## config.mk

```make
export PLATFORM = sky130hd
export DESIGN_NAME = clock_buffer
export DESIGN_NICKNAME = d
export VERILOG_FILES = /design/src/rtl/clock_buffer.sv
export SDC_FILE = /design/constraint.sdc
export NUM_CORES = 1
export LEC_CHECK = 0
export ABC_CLOCK_PERIOD_IN_PS = 1900
export BUFFER_PORTS_ARGS = -buffer_cell sky130_fd_sc_hd__buf_2
export CAP_MARGIN = 5
export CORE_AREA = 2 2 52 45
export CTS_CLUSTER_SIZE = 8
export DETAILED_ROUTE_END_ITERATION = 8
export DIE_AREA = 0 0 54 47
export PLACE_DENSITY = 0.66
export SYNTH_ARGS = -nofsm -noshare
export SYNTH_HDL_FRONTEND = slang
export SYNTH_SLANG_ARGS = --single-unit
```

## constraint.sdc

```tcl
create_clock -name mclk -period 1.9 [get_ports mclk]
set_clock_uncertainty 0.2 [all_clocks]
set_input_delay 0.285 -clock mclk [delete_from_list [all_inputs] [get_ports mclk]]
set_output_delay 0.285 -clock mclk [all_outputs]
set_load 0.01 [all_outputs]
```

## src/rtl/clock_buffer.sv

```systemverilog
// clock_buffer: buffered copy of mclk plus a synchronous monitor
// (edge counter, periodic tick, divided square wave)
module clock_buffer #(
    parameter int CNT_W = 16,
    parameter int DIV   = 4
) (
    input  logic             mclk,
    output logic             bclk,
    input  logic             rst,
    output logic [CNT_W-1:0] cycle_cnt,
    output logic             tick,
    output logic             div_clk
);
    localparam int PW = $clog2(DIV);
    localparam logic [PW-1:0] LAST = PW'(DIV - 1);
    logic [CNT_W-1:0] cnt_q, cnt_d;
    logic [PW-1:0]    pre_q, pre_d;
    logic             tick_q, tick_d;
    logic             div_q, div_d;
    // bclk is a pure wire copy so downstream edges line up exactly with mclk
    assign bclk = mclk;
    always_comb begin
        cnt_d  = cnt_q + 1'b1;
        tick_d = pre_q == LAST;
        pre_d  = tick_d ? '0 : pre_q + 1'b1;
        div_d  = div_q ^ tick_d;
    end
    always_ff @(posedge mclk) begin
        if (rst) begin
            cnt_q  <= '0;
            pre_q  <= '0;
            tick_q <= 1'b0;
            div_q  <= 1'b0;
        end else begin
            cnt_q  <= cnt_d;
            pre_q  <= pre_d;
            tick_q <= tick_d;
            div_q  <= div_d;
        end
    end
    assign cycle_cnt = cnt_q;
    assign tick      = tick_q;
    assign div_clk   = div_q;
endmodule

```

==> metrics.txt <==
run status=finished clean; Ports=21; DR DRC count=0; max-slew violation count=0; post-synthesis to final-layout area growth=24.8%; number of maximum-capacitance violations=0; buffer count from post-CTS setup fixing=0; number of global-route vias before repair=717; Final ANT Viol Nets=0; horizontal die dimension=54 µm; mapped cell area=858 µm²; critical hold path startpoint=rst; hold_buf cts=0; Total Die Area=2540 µm²; synthesized instance count=92; actual transition at the worst max-transition pin=0.396 ns; floorplan die height=47 µm; Routed wire per std cell=12.2 µm; Vias per Instance=5.24; register-to-register setup slack=0.16 ns; clock tree from TritonCTS=yes; number of filler instances in the final layout=216; sum of overflow across all layers after global routing=0; min setup slack post-route=0.111 ns; number of cells in the finished layout apart from fillers=143; Crit path arrival time=1.30 ns; setup slack after placement=0.134 ns; antenna violations before repair=0; depth of the worst register-to-register path=4; critical setup path kind=clk2out; Port Buffer Count=20; number of endpoints with negative hold slack in the final report=0; clock-pin slew on the worst setup and hold paths=0.11 ns; Detailed Routing Iterations Pass 1=4; kind of path behind the tightest hold check=in2reg; unrepaired setup endpoints after global routing=no; Synth cell types=24; pin count of the biggest net entering global routing=24; wire length of the first global-routing pass=2880 µm; FP Rows=15; diodes inserted=0; cell repeated most along the worst path=clkbuf_4; slowest cell on the critical path=buf_2; GPL Wtd Cong=0.757; placeable core region=2030 µm²; maximum fanout along the worst path=2; nets@finish=123; Int Pwr=0.000753 W; Worst Hold Path Cells=2; Post-Syn Area per Cell=9.33 µm²; Initial DRC Count=8; proportion of total power due to net switching=0.218; maximum ir drop on the vdd rail=626 µV; share of the yosys chip area belonging to registers=0.466; synthesized flop and latch total=20; combinational cell fraction of total power=0.053; end-of-flow core utilization=0.528; gr usage total=0.166; leakage component of the power=0.445 nW; hold-critical path endpoint=cycle_cnt[0]; chain of cells forming the critical path=clkbuf_4 > clkbuf_4 > buf_2; required time reported for the critical path endpoint=1.41 ns; starting density of the core=0.423; PwrDens=899 nW/µm²; endpoint class of the critical path=output pin; HPWL after detailed placement=1230 µm; Net Switching=0.000210 W; area of combinational cells with multiple inputs=434 µm²; Yosys warnings=0; beginning of the worst register-to-register path=cycle_cnt[0]; worst slew slack as a fraction of its limit=0.736; overall via count from detail_route=749; clock latency on the worst-skew pair=0.41 ns; Final setup viols=0; portion of total power attributed to the clock network=0.489; category of the worst setup path launch point=clock port; fraction of final layout cells with drive strength greater than 1=0.297; final sum of negative setup slack=0 ns; Max stage delay on crit path=0.13 ns; Reg-to-Reg End=cycle_cnt[14]; CP delay by family, top=buffers and inverters; Routed WL=1740 µm; sequential cell fraction of total power=0.458; register cell area after layout=400 µm²; critical path buffer and inverter count=3; number of cells after detailed placement=136; post-synthesis net count=96
worst max path at each step:
stage | slack (ns) | depth (start not counted) | start | endpoint
global route | 0.05 | 4 | cycle_cnt[0] | cycle_cnt[14]
floorplan | 0.10 | 4 | cycle_cnt[0] | cycle_cnt[14]
global placement | 0.20 | 3 | cycle_cnt[2] | cycle_cnt[15]
detailed placement | 0.13 | 4 | cycle_cnt[0] | cycle_cnt[14]
CTS | 0.1 | 3 | mclk | bclk
finish | 0.11 | 3 | mclk | bclk
what timing repair did:
| item | 4_1_cts | 5_1_grt |
|---|---|---|
| setup endpoints to repair | 0 | 1 |
| resized for setup | 0 | 1 |
| endpoints found under the hold margin | 0 | 0 |
power groups by stage:
stage / sequential, W / combinational [W] / clock (W)
after detailed placement: 0.000451 / 0.0000503 / 0.0000318
after global placement: 0.000450 / 0.0000497 / 0.0000318
final: 0.000441 / 0.0000507 / 0.000471
after floorplan: 0.000457 / 0.0000244 / 0.0000434
after CTS: 0.000442 / 0.0000510 / 0.000489
after global routing: 0.000444 / 0.0000576 / 0.000515
through the flow:
step           instance area (µm²)  hold WS (ns)  power (W)
2_1_floorplan                  858         0.177   0.000525
3_3_place_gp                   990         0.186   0.000532
3_5_place_dp                   990         0.186   0.000533
4_1_cts                       1060        0.0363   0.000982
5_1_grt                       1070        0.0481    0.00102
6_report                      1070        0.0498   0.000963
cell families (layout without fill, tap and decap cells):
kind of cell	count (synthesis)	after routing	synth area share
adders and majority gates	2	2	0.0291
buffers and inverters	7	33	0.0350
AOI/OAI and AO/OA	16	16	0.108
and+or+nand+nor	40	40	0.281
muxes	3	3	0.0394
DFF	20	20	0.466
xor gates and xnor gates	4	4	0.0408
metal layers:
metal	GRT usage	vias up	wire [µm]
met5	0	-	0
met4	0.100	0	17
met3	0.0796	2	93
met2	0.259	18	812
met1	0.186	339	817
li1	-	390	-
worst register-to-register path, stage by stage (launching register included):
cell and delay, ns:
dfxtp_1 0.36, ha_1 0.22, nand4_2 0.22, nor4_2 0.29, mux2_2 0.36
synthesized netlist by cell type (all sizes together):
library cell,n,area share
dfxtp,20,0.47
a21oi,8,0.047
nor2,8,0.035
nand4,6,0.066
nand3,5,0.029
nor2b,5,0.036
o31ai,5,0.044
or4,5,0.044
inv,4,0.017
mux2,3,0.039
nand2,3,0.013
nor4,3,0.022
o21ai,3,0.017
or3,3,0.022
xnor2,3,0.031
buf,2,0.013
ha,2,0.029
clkbuf,1,0.0044
nor3,1,0.0058
nor3b,1,0.0087
xor2,1,0.010
state kept, by name, indices dropped and copies added (netlist names):
| register | cells |
|---|---|
| cycle_cnt | 16 |
| div_clk | 1 |
| pre_q | 2 |
| tick | 1 |
final cells by class:
class,count,share of cell area
clock buffers,7,0.0467
repair buffers,21,0.103
inverters,4,0.0140
multi-input cells,65,0.405
well taps,25,0.0292
flip-flops and latches,20,0.374
clock inverters,1,0.0280
placed cells by master (no fill, tap or decap), drive strengths merged:
master / synthesis / layout
a21oi: 8 / 8
inv: 4 / 4
or3: 3 / 3
nand3: 5 / 5
nor2b: 5 / 5
ha: 2 / 2
o21ai: 3 / 3
xnor2: 3 / 3
or4: 5 / 5
bufinv: 0 / 1
xor2: 1 / 1
nor3b: 1 / 1
clkbuf: 1 / 6
o31ai: 5 / 5
mux2: 3 / 3
nor4: 3 / 3
nand2: 3 / 3
nor3: 1 / 1
nor2: 8 / 8
dfxtp: 20 / 20
nand4: 6 / 6
buf: 2 / 22
No activity file was read; power rests on OpenSTA's default activity.
